$ cat src/rtl/modulo_counter.sv
// Up/down modulo counter with wrap or clamp at the range ends; optional parallel
// load is compiled in when MODULO_COUNTER_LOAD_EN is defined.
module modulo_counter #(
   parameter int W        = 8,
   parameter int MOD      = 256,
   parameter bit SATURATE = 1'b0
) (
   input  logic         clk,
   input  logic         rst,
   input  logic         clr,
   input  logic [1:0]   control,
   input  logic [W-1:0] step,
`ifdef MODULO_COUNTER_LOAD_EN
   input  logic         load,
   input  logic [W-1:0] load_val,
`endif
   output logic [W-1:0] count,
   output logic         wrap_up,
   output logic         wrap_dn,
   output logic         at_max,
   output logic         at_zero
);

   // One extra bit so MOD itself and count+step never overflow.
   localparam logic [W:0] MOD_C = (W+1)'(MOD);
   localparam logic [W:0] TOP_C = (W+1)'(MOD - 1);

   logic [W-1:0] count_q, count_d;
   logic         wrap_up_q, wrap_up_d;
   logic         wrap_dn_q, wrap_dn_d;

   logic [W:0]   cnt_ext;
   logic [W:0]   step_ext;
   logic [W:0]   s_eff;
   logic [W:0]   sum;
   logic [W:0]   next_ext;
   logic         load_eff;
   logic [W:0]   load_ext;

`ifdef MODULO_COUNTER_LOAD_EN
   assign load_eff = load;
   assign load_ext = {1'b0, load_val};
`else
   assign load_eff = 1'b0;
   assign load_ext = '0;
`endif

   assign cnt_ext  = {1'b0, count_q};
   assign step_ext = {1'b0, step};
   assign s_eff    = (step_ext > TOP_C) ? TOP_C : step_ext;
   assign sum      = cnt_ext + s_eff;

   always_comb begin
      next_ext  = cnt_ext;
      wrap_up_d = 1'b0;
      wrap_dn_d = 1'b0;
      if (clr) begin
         next_ext = '0;
      end else if (load_eff) begin
         next_ext = (load_ext > TOP_C) ? TOP_C : load_ext;
      end else if (control == 2'b01 && s_eff != '0) begin
         if (sum > TOP_C) begin
            wrap_up_d = 1'b1;
            next_ext  = SATURATE ? TOP_C : (sum - MOD_C);
         end else begin
            next_ext  = sum;
         end
      end else if (control == 2'b10 && s_eff != '0) begin
         // In wrap mode count+MOD-s stays below MOD because s > count here.
         if (s_eff > cnt_ext) begin
            wrap_dn_d = 1'b1;
            next_ext  = SATURATE ? '0 : (cnt_ext + MOD_C - s_eff);
         end else begin
            next_ext  = cnt_ext - s_eff;
         end
      end
      count_d = next_ext[W-1:0];
   end

   always_ff @(posedge clk) begin
      if (rst) begin
         count_q   <= '0;
         wrap_up_q <= 1'b0;
         wrap_dn_q <= 1'b0;
      end else begin
         count_q   <= count_d;
         wrap_up_q <= wrap_up_d;
         wrap_dn_q <= wrap_dn_d;
      end
   end

   assign count   = count_q;
   assign wrap_up = wrap_up_q;
   assign wrap_dn = wrap_dn_q;
   assign at_max  = (cnt_ext == TOP_C);
   assign at_zero = (count_q == '0);

endmodule

$ cat config.mk
export PLATFORM = sky130hd
export DESIGN_NAME = modulo_counter
export DESIGN_NICKNAME = d
export VERILOG_FILES = /design/src/rtl/modulo_counter.sv
export SDC_FILE = /design/constraint.sdc
export NUM_CORES = 1
export LEC_CHECK = 0
export ABC_AREA = 1
export CORE_MARGIN = 5
export CORE_UTILIZATION = 35
export DETAILED_ROUTE_END_ITERATION = 16
export PLACE_DENSITY = 0.68
export SYNTH_ARGS = -nofsm -noshare
export SYNTH_HDL_FRONTEND = slang
export SYNTH_SLANG_ARGS = --single-unit
export TNS_END_PERCENT = 5
$ cat constraint.sdc
create_clock -name clk -period 4.4 [get_ports clk]
set_input_delay 0.66 -clock clk [delete_from_list [all_inputs] [get_ports clk]]
set_output_delay 0.66 -clock clk [all_outputs]
set_load 0.05 [all_outputs]
==> results of run 1 <==
sequential cells by signal, summed over array words and instances, names as in the netlist:
name	cells
wrap_dn	1
wrap_up	1
count	8
power by group through the flow:
stage               logic (µW)  registers (µW)  clock network (µW)
floorplan                  109             116                   0
global placement           161             104                   0
detailed placement         160             104                   0
CTS                        162             102                 120
global route               180             103                 123
finish                     162             102                 115
critical path, delay by kind of cell, from the launching register on:
family | cells | cell delay [ns]
buf+inv | 2 | 1.00
flops | 1 | 0.37
simple gates | 2 | 0.30
worst max path at each step:
stage	slack (ns)	cells past startpoint	to	start
after floorplan	1.46	3	at_zero	count[1]$_SDFFE_PP0P_
after global placement	1.77	12	count[7]$_SDFFE_PP0P_	step[2]
after detailed placement	1.77	12	count[7]$_SDFFE_PP0P_	step[2]
after CTS	1.77	4	at_zero	count[1]$_SDFFE_PP0P_
after global routing	1.65	4	at_zero	count[1]$_SDFFE_PP0P_
final	1.82	4	at_zero	count[1]$_SDFFE_PP0P_
logic make-up (layout without fill, tap and decap cells):
| kind of cell | count (synthesis) | in the layout |
|---|---|---|
| buffers and inverters | 49 | 72 |
| AND/OR/NAND/NOR | 113 | 113 |
| AO/OA/AOI/OAI | 20 | 20 |
| adder cells (fa/ha/maj) | 18 | 18 |
| XOR/XNOR | 4 | 4 |
| flip-flops | 10 | 10 |
per-layer routing:
| layer | up-vias | GRT usage, % |
|---|---|---|
| li1 | 714 | - |
| met1 | 588 | 19.1 |
| met2 | 44 | 22.8 |
| met3 | 4 | 1.66 |
| met4 | 0 | 4.92 |
| met5 | - | 0 |
stage by stage:
| step | worst slack, ns | std cells | cell area (µm²) | utilization [%] | total power (µW) |
|---|---|---|---|---|---|
| 6_report | 1.82 | 285 | 1670 | 44.9 | 379 |
| 5_1_grt | 1.65 | 285 | 1670 | 44.9 | 407 |
| 4_1_cts | 1.77 | 285 | 1670 | 44.9 | 383 |
| 3_5_place_dp | 1.77 | 281 | 1610 | 43.4 | 264 |
| 3_3_place_gp | 1.77 | 281 | 1610 | 43.4 | 265 |
| 2_1_floorplan | 1.46 | 214 | 1370 | - | 225 |
placed cells by master (no fill, tap or decap), types with 4 or more instances in the layout:
cell type,netlist,layout
a21oi_1,9,9
a21oi_2,5,5
clkbuf_8,0,4
clkdlybuf4s50_1,0,24
dfxtp_1,10,10
ha_1,16,16
inv_1,32,32
inv_2,10,10
nand2_1,52,52
nand3_1,22,22
nand4_1,7,7
nor2_1,15,15
nor2_2,7,7
xor2_1,4,4
final cells by class:
cell class	instances	area, µm²	area share [%]
clock buffer	4	55.1	3.30
inverter	44	169	10.1
multi-input combinational	155	943	56.6
sequential	10	200	12.0
tap	48	60.1	3.60
timing repair buffer	24	240	14.4
==> qor.yml, run 1 <==
gr-total-overflow: 0
start_util_pct: 36.8
grt_pass1_wl_um: 5930
routed_wl_um: 3390
vdd_ir_drop_max_mv: 0.250
synth_mux_area_share_pct: 0
syn_area_um2: 1370
ys_top_cells_by_area: "dfxtp_1, ha_1, nand2_1, inv_1, nand3_1"
synth_commonest_cells: "nand2_1, inv_1, nand3_1"
critPathMaxFanout: 6
crit_path_end_kind: "primary output"
core_um2: 3720
port-buffer-count: 24
drc: 0
intPower_uw: 234
drt-met1-wl_um: 1580
combPwrFrac_pct: 42.7
r2r-start: "count[2]$_SDFFE_PP0P_"
vias_per_cell: 4.74
drive_above_1_share_pct: 15.6
wire_per_inst_um: 11.9
synth_compound_area_share_pct: 9.32
cp_slowest_cell: "clkdlybuf4s50_1"
cp_slowest_stage_delay_ns: 0.85
ys_types: 28
avgSynthCellArea_um2: 6.40
tightest_slew_ns: 0.612
hold_depth: 2
r2r_setup_slack_ns: 2.58
cts.reportedPaths.clkPinSlew_ns: 0.04
synth_seq_cells: 10
dr.pass1.iters: 4
power_density_nw_per_um2: 228
startpoint_type: "flip-flop"
p_clk_share_pct: 30.4
cts_buffers: 3
clockBufferDepth: 2
vias: 1350
htree_num_levels: 1
final_nets: 269
met3_length_um: 170
dr.first_iter.drc_count: 41
synth_ff_type: "dfxtp_1"
fp.dieH_um: 72.5
gp_congestion: 0.911
fmaxAchievable_mhz: 387
sw_frac_of_total_pct: 38.3
async_flop_share_pct: 0
track_usage_pct: 14.1
maxSlewHeadroom_pct: 59.2
diodes: 0
cts_tree: "built"
synth_most_common_cell: "nand2_1"
setup_viol: 0
ioPinCount: 25
drv_cap: 0
synth-edff-count: 0
cts_resized: 0
holdBufCountCts: 0
route.antenna.remaining_nets: 0
r2r_cells: 10
hp-start: "count[0]$_SDFFE_PP0P_"
skew_ns: 0.00503
synth_xor_area_share_pct: 2.56
route.met2.wl_um: 1590
leakage_uw: 0.000854
cp_cell_sequence: "inv_1 -> nand2_1 -> nor4_1 -> clkdlybuf4s50_1"
cts_setup_buffers: 0
synth_top_family_by_area: "simple AND/OR/NAND/NOR gates"
clock_sinks: 10
syn-num-nets: 245
fillers: 402
slew_viol_final: 0
p_seq_share_pct: 26.9
cp.arrival_ns: 1.92
area_delta_synth_final_pct: 21.8
dp_hpwl_um: 2810
synth_seq_area_share_pct: 14.6
min_path_type: "flip-flop to flip-flop"
synth_top_area_share_pct: 14.6
rows: 22
clock-root-buffer: "clkbuf_8"
die-area_um2: 5260
yosysWarningCount: 0
synth_cells: 214
die_x_um: 72.5
rsz0062_at_grt: "false"
synth_adder_area_share_pct: 17.6
synthSimpleGateAreaFrac_pct: 39.5
r2r-end: "count[3]$_SDFFE_PP0P_"
hold_viol: 0
power.switching_uw: 145
fin_crit_sh_pct: 58.7
grt_max_degree: 12
hold_slack_ns: 0.586
required_ns: 3.74
setup_tns_ns: 0
layout_min_cycle_time_ns: 2.58
antenna_found_initial: 0
worstHoldEndpoint: "count[0]$_SDFFE_PP0P_"
critPathKind: "flip-flop to primary output"
grt_pass1_vias: 1326
status: "finished clean"
dr.max_layer_used: "met4"
worstSkewPairLatency_ns: 0.24
synth_top_cell_by_area: "dfxtp_1"
Power figures use the tool's default switching activity.
==> run 2, diff against run 1 <==
PLACE_DENSITY = 0.7   (was 0.68)
clock period = 2.2 ns   (was 4.4 ns; I/O delays follow)
==> qor.yml, run 2 (synthesized netlist as in run 1, its figures left out) <==
final_util_pct: 46.2  # was 44.9%
gr-usage-met3_pct: 1.80  # was 1.66%
holdBufCountCts: 0  # unchanged
crit_family: "simple AND/OR/NAND/NOR gates"  # was buffers and inverters
fp.dieH_um: 72.5  # unchanged
drc: 0  # unchanged
dp_hpwl_um: 2940  # was 2810 µm
startpoint_type: "input pin"  # was flip-flop
cts.reportedPaths.clkPinSlew_ns: 0.05  # was 0.04 ns
setup_tns_ns: 0  # unchanged
htree_num_levels: 1  # unchanged
start_util_pct: 36.8  # unchanged
drv_cap: 0  # unchanged
hp-start: "count[0]$_SDFFE_PP0P_"  # unchanged
diodes: 0  # unchanged
drive_above_1_share_pct: 19.7  # was 15.6%
fin_crit_sh_pct: 90.4
rsz0062_at_grt: "false"  # unchanged
ioPinCount: 25  # unchanged
maxSlewHeadroom_pct: 59.7  # was 59.2%
grt_max_degree: 12  # unchanged
largest_register_ffs: 8  # unchanged
hold_slack_ns: 0.579  # was 0.586 ns
leakage_uw: 0.000888  # was 0.000854 µW
final_cell_mix: "nand2_1, inv_1, nand3_1, clkdlybuf4s50_1"  # was nand2_1, inv_1, clkdlybuf4s50_1
r2r_cells: 11  # was 10
die_x_um: 72.5  # unchanged
grt_util_met2_pct: 23.4  # was 22.8%
critPathMaxFanout: 10  # was 6
status: "finished clean"  # unchanged
area_delta_synth_final_pct: 25.5  # was 21.8%
worstHoldEndpoint: "count[0]$_SDFFE_PP0P_"  # unchanged
vdd_ir_drop_max_mv: 0.394  # was 0.250 mV
gr-total-overflow: 0  # unchanged
r2r-start: "count[0]$_SDFFE_PP0P_"  # was count[2]$_SDFFE_PP0P_
cts_tree: "built"  # unchanged
tightest_slew_ns: 0.605  # was 0.612 ns
critPathKind: "input pin to flip-flop"  # was flip-flop to primary output
port-buffer-count: 24  # unchanged
busiest_layer: "met2"  # unchanged
core_um2: 3720  # unchanged
r2r_setup_slack_ns: 0.37  # was 2.58 ns
cp.arrival_ns: 2.12  # was 1.92 ns
fillers: 392  # was 402
grt_pass1_wl_um: 6030  # was 5930 µm
cts_buffers: 3  # unchanged
crit_top_cell: "nand2_1"
clockBufferDepth: 2  # unchanged
fmaxAchievable_mhz: 503
required_ns: 2.33  # was 3.74 ns
vias: 1394  # was 1350
clock-root-buffer: "clkbuf_8"  # unchanged
power_density_nw_per_um2: 423  # was 228 nW/µm²
final_nets: 277  # was 269
worstSkewPairLatency_ns: 0.23  # was 0.24 ns
dr.first_iter.drc_count: 42  # was 41
wire_per_inst_um: 11.8  # was 11.9 µm
hold_viol: 0  # unchanged
clock_sinks: 10  # unchanged
die-area_um2: 5260  # unchanged
track_usage_pct: 14.2  # was 14.1%
crit_path_end_kind: "flip-flop"  # was primary output
layout_min_cycle_time_ns: 1.99
cp_slowest_stage_delay_ns: 0.50  # was 0.85 ns
setup_viol: 0  # unchanged
gp_congestion: 0.943  # was 0.911
timing.critical_path.buf_inv: 3  # was 2
route.antenna.remaining_nets: 0  # unchanged
cp_cell_sequence: "clkdlybuf4s50_1 -> inv_2 -> ha_1 -> nand2_1 -> nor2_1 -> nand2_1 -> nand3_1 -> nand2_1 -> nand2_1 -> nand3_1 -> nand2_1 -> inv_1"  # was inv_1 -> nand2_1 -> nor4_1 -> clkdlybuf4s50_1
setup_slack_ns: 0.211  # was 1.82 ns
antenna_found_initial: 0  # unchanged
cp_slowest_cell: "clkdlybuf4s50_1"  # unchanged
grt_pass1_vias: 1325  # was 1326
slew_viol_final: 0  # unchanged
r2r-end: "count[4]$_SDFFE_PP0P_"  # was count[3]$_SDFFE_PP0P_
dr.pass1.iters: 4  # unchanged
place_ws_ns: -0.0852  # was 1.77 ns
vias_per_cell: 4.77  # was 4.74
grtUsageMet1_pct: 19.3  # was 19.1%
rows: 22  # unchanged
hold_depth: 2  # unchanged
min_path_type: "flip-flop to flip-flop"  # unchanged
skew_ns: 0.00388  # was 0.00503 ns
final_common_cell: "nand2_1"  # unchanged
routed_wl_um: 3440  # was 3390 µm
-- run 2: changes by cell type in the layout (fill, tap and decap cells not counted) --
| cell | before | now |
|---|---|---|
| nor4_1 | 1 | 0 |
| clkdlybuf4s50_1 | 24 | 22 |
| ha_1 | 16 | 15 |
| clkbuf_8 | 4 | 3 |
| ha_2 | 0 | 1 |
| buf_4 | 0 | 10 |
| nor4_2 | 0 | 1 |
-- run 2: how the worst max path moves through the flow --
stage | from | endpoint | depth (start not counted) | slack (ns)
after floorplan | count[1]$_SDFFE_PP0P_ | at_zero | 3 | 0.15
after global placement | step[2] | count[5]$_SDFFE_PP0P_ | 12 | -0.06
after detailed placement | step[2] | count[7]$_SDFFE_PP0P_ | 12 | -0.09
after CTS | step[2] | count[7]$_SDFFE_PP0P_ | 12 | 0.14
after global routing | step[3] | count[7]$_SDFFE_PP0P_ | 12 | 0.01
final | step[3] | count[7]$_SDFFE_PP0P_ | 12 | 0.21
-- run 2: worst min-delay path: stages, from the launching register on --
cell and delay, ns:
dfxtp_1 0.34, o21ai_1 0.14, a21oi_1 0.04
-- run 2: layout make-up --
type,count,area (µm²),area share (%)
clock buffers,3,41.3,2.40
inverters,44,169,9.83
multi-input cells,155,952,55.4
flip-flops and latches,10,200,11.7
well taps,48,60.1,3.50
repair buffers,32,295,17.2
-- run 2: through the flow --
stage | area (µm²) | power, µW | cells
floorplan | 1380 | 453 | 214
global placement | 1670 | 540 | 289
detailed placement | 1670 | 542 | 289
CTS | 1720 | 731 | 292
global route | 1720 | 780 | 292
finish | 1720 | 726 | 292
-- run 2: timing repair --
action                                  4_1_cts  5_1_grt
endpoints found under the setup margin        0        1
buffers inserted                              0        0
resized for setup                             0        1
-- run 2: metal layers --
| metal | wire length [µm] | up-vias |
|---|---|---|
| met4 | 21 | 0 |
| met3 | 158 | 2 |
| li1 | - | 734 |
| met2 | 1660 | 38 |
| met5 | 0 | - |
| met1 | 1600 | 620 |
-- run 2: where the power goes --
| part | internal (µW) | switching (µW) | leakage [µW] | total, µW |
|---|---|---|---|---|
| clock network | 119 | 64.3 | 0.0000216 | 183 |
| logic | 130 | 208 | 0.000785 | 338 |
| registers | 191 | 13.8 | 0.0000816 | 204 |
| total | 440 | 286 | 0.000888 | 726 |
==> RTL change, RTL diff (settings of run 2) <==
Change the parameter `SATURATE` from 1'b0 to 1'b1.
--- a/src/rtl/modulo_counter.sv
+++ b/src/rtl/modulo_counter.sv
@@ -5,3 +5,3 @@
    parameter int MOD      = 256,
-   parameter bit SATURATE = 1'b0
+   parameter bit SATURATE = 1'b1
 ) (
Formal check against the unedited RTL: not equivalent (Yosys sat finds a counterexample within 4 cycles, from zero or initial values).
==> RTL change against run 2 <==
- sequential share of layout area down 1.3 points
- critical endpoint unchanged
- fmax is 2.7% lower
- clock power grew 26%
- global-route usage grew 2.2 points
- cell area is 12% higher
- first-iteration DRC count increased by 79%
- sequential cell count unchanged
- power rose by 0.37%
- combinational power shrank 10%
- synthesized area grew 3.9%
- critical path type unchanged
- setup slack worse by 56 ps
- routed wire length increased by 16%
- critical path depth grew 1
- die area rose by 3.4%
==> RTL change: results (changes against run 2) <==
cp_data_arrival_time_ps: 2180  # +60 ps
crit_fanout: 7  # -3
grt_use_met1_pct: 20.9  # +1.6 points
wl_per_cell_um: 12.0  # +2.3%
syn_nets: 267  # +9.0%
firstDrtPassIters: 4  # unchanged
clk_pin_slew_ps: 50  # about the same
synth_area_leaders: "nand2_1, dfxtp_1, ha_1, inv_1, nand3_1"
dp_hpwl_mm: 3.43  # +17%
use_met3_pct: 3.97  # +2.2 points
nFillCells: 422  # +7.7%
layout.nets: 313  # +13%
grtUsageTotal_pct: 16.4  # +2.2 points
grt_util_met2_pct: 26.6  # +3.1 points
layout-drive-gt1-share_pct: 19.6  # -0.099 points
status: "complete, no violations"
clock_skew_ps: 1.79  # -2.09 ps
viasPerCell: 4.70  # -1.5%
worst_pin_slew_ps: 502  # -103 ps
grt_max_degree: 10  # -2
ir_worst_vdd_uv: 291  # -26%
grt_pass1_wl_mm: 6.87  # +14%
synthTopCellsByCount: "nand2_1, inv_1, nor2_1"
placed_cell_area_um2: 1860  # +11%
globalplace.congestion: 0.877  # -7.0%
-- RTL change: cell count changes in the layout (fill, tap and decap cells not counted), sizes merged, moves of 2 or more --
cell	before	now
nand2	53	70
a21oi	14	12
xnor2	0	2
buf	10	24
nand3	23	25
nand4	8	6
nor2	25	28
o21ai	4	7
xor2	4	2
-- RTL change: per-stage QoR --
step,hold slack (ps),TNS (ps),std cells,setup slack [ps],utilization [%]
after floorplan,508,-8.09,236,-8.09,-
after global placement,599,-456,327,-85.9,46.8
after detailed placement,598,-512,327,-109,46.8
after CTS,602,0,331,104,48.1
after global routing,671,0,331,13.4,48.5
final,601,0,331,156,48.5
-- RTL change: worst paths after layout --
check / cells after the start / slack, ps / to / start
worst max register to register: 13 / 310 / count[1] / count[0]
worst max-delay path: 13 / 160 / count[7] / step[0]
worst min register to register: 2 / 600 / count[0] / count[0]
worst min-delay path: 2 / 600 / count[0] / count[0]
-- RTL change: logic make-up (layout without fill, tap and decap cells) --
kind of cell | Yosys count | count (layout) | share of synthesized area (%)
AOI/OAI and AO/OA | 20 | 20 | 8.27
xor gates and xnor gates | 4 | 4 | 2.46
DFF | 10 | 10 | 14.1
and+or+nand+nor | 137 | 137 | 43.3
adders and majority gates | 18 | 18 | 16.9
buffers and inverters | 47 | 92 | 15.0
-- RTL change: what timing repair did --
action                                  in CTS  in global routing
resized for setup                            0                  6
endpoints found under the setup margin       0                  4
buffers inserted                             0                  0
-- RTL change: report_power, final --
group / leakage (nW) / internal [W] / switching, W
registers: 0.0811 / 0.000187 / 0.00000895
logic: 0.949 / 0.000134 / 0.000169
clock network: 0.0288 / 0.000157 / 0.0000722
-- RTL change: layout make-up --
| type | instances | area share [%] |
|---|---|---|
| Clock buffer | 4 | 2.86 |
| Multi-Input combinational cell | 179 | 53.8 |
| Sequential cell | 10 | 10.4 |
| Inverter | 42 | 8.18 |
| Tap cell | 50 | 3.25 |
| Timing Repair Buffer | 46 | 21.6 |
-- RTL change: layer usage --
metal  up-vias  part of all wire (%)
met5         -                     0
met4         0                   3.8
met3        12                   5.5
met2        43                    45
met1       668                    46
li1        834                     -
-- RTL change: worst max-delay path: cells and delay by family --
kind / cells / cell delay (ps)
buffers and inverters: 3 / 560
adder cells (fa/ha/maj): 2 / 630
AND/OR/NAND/NOR: 8 / 660
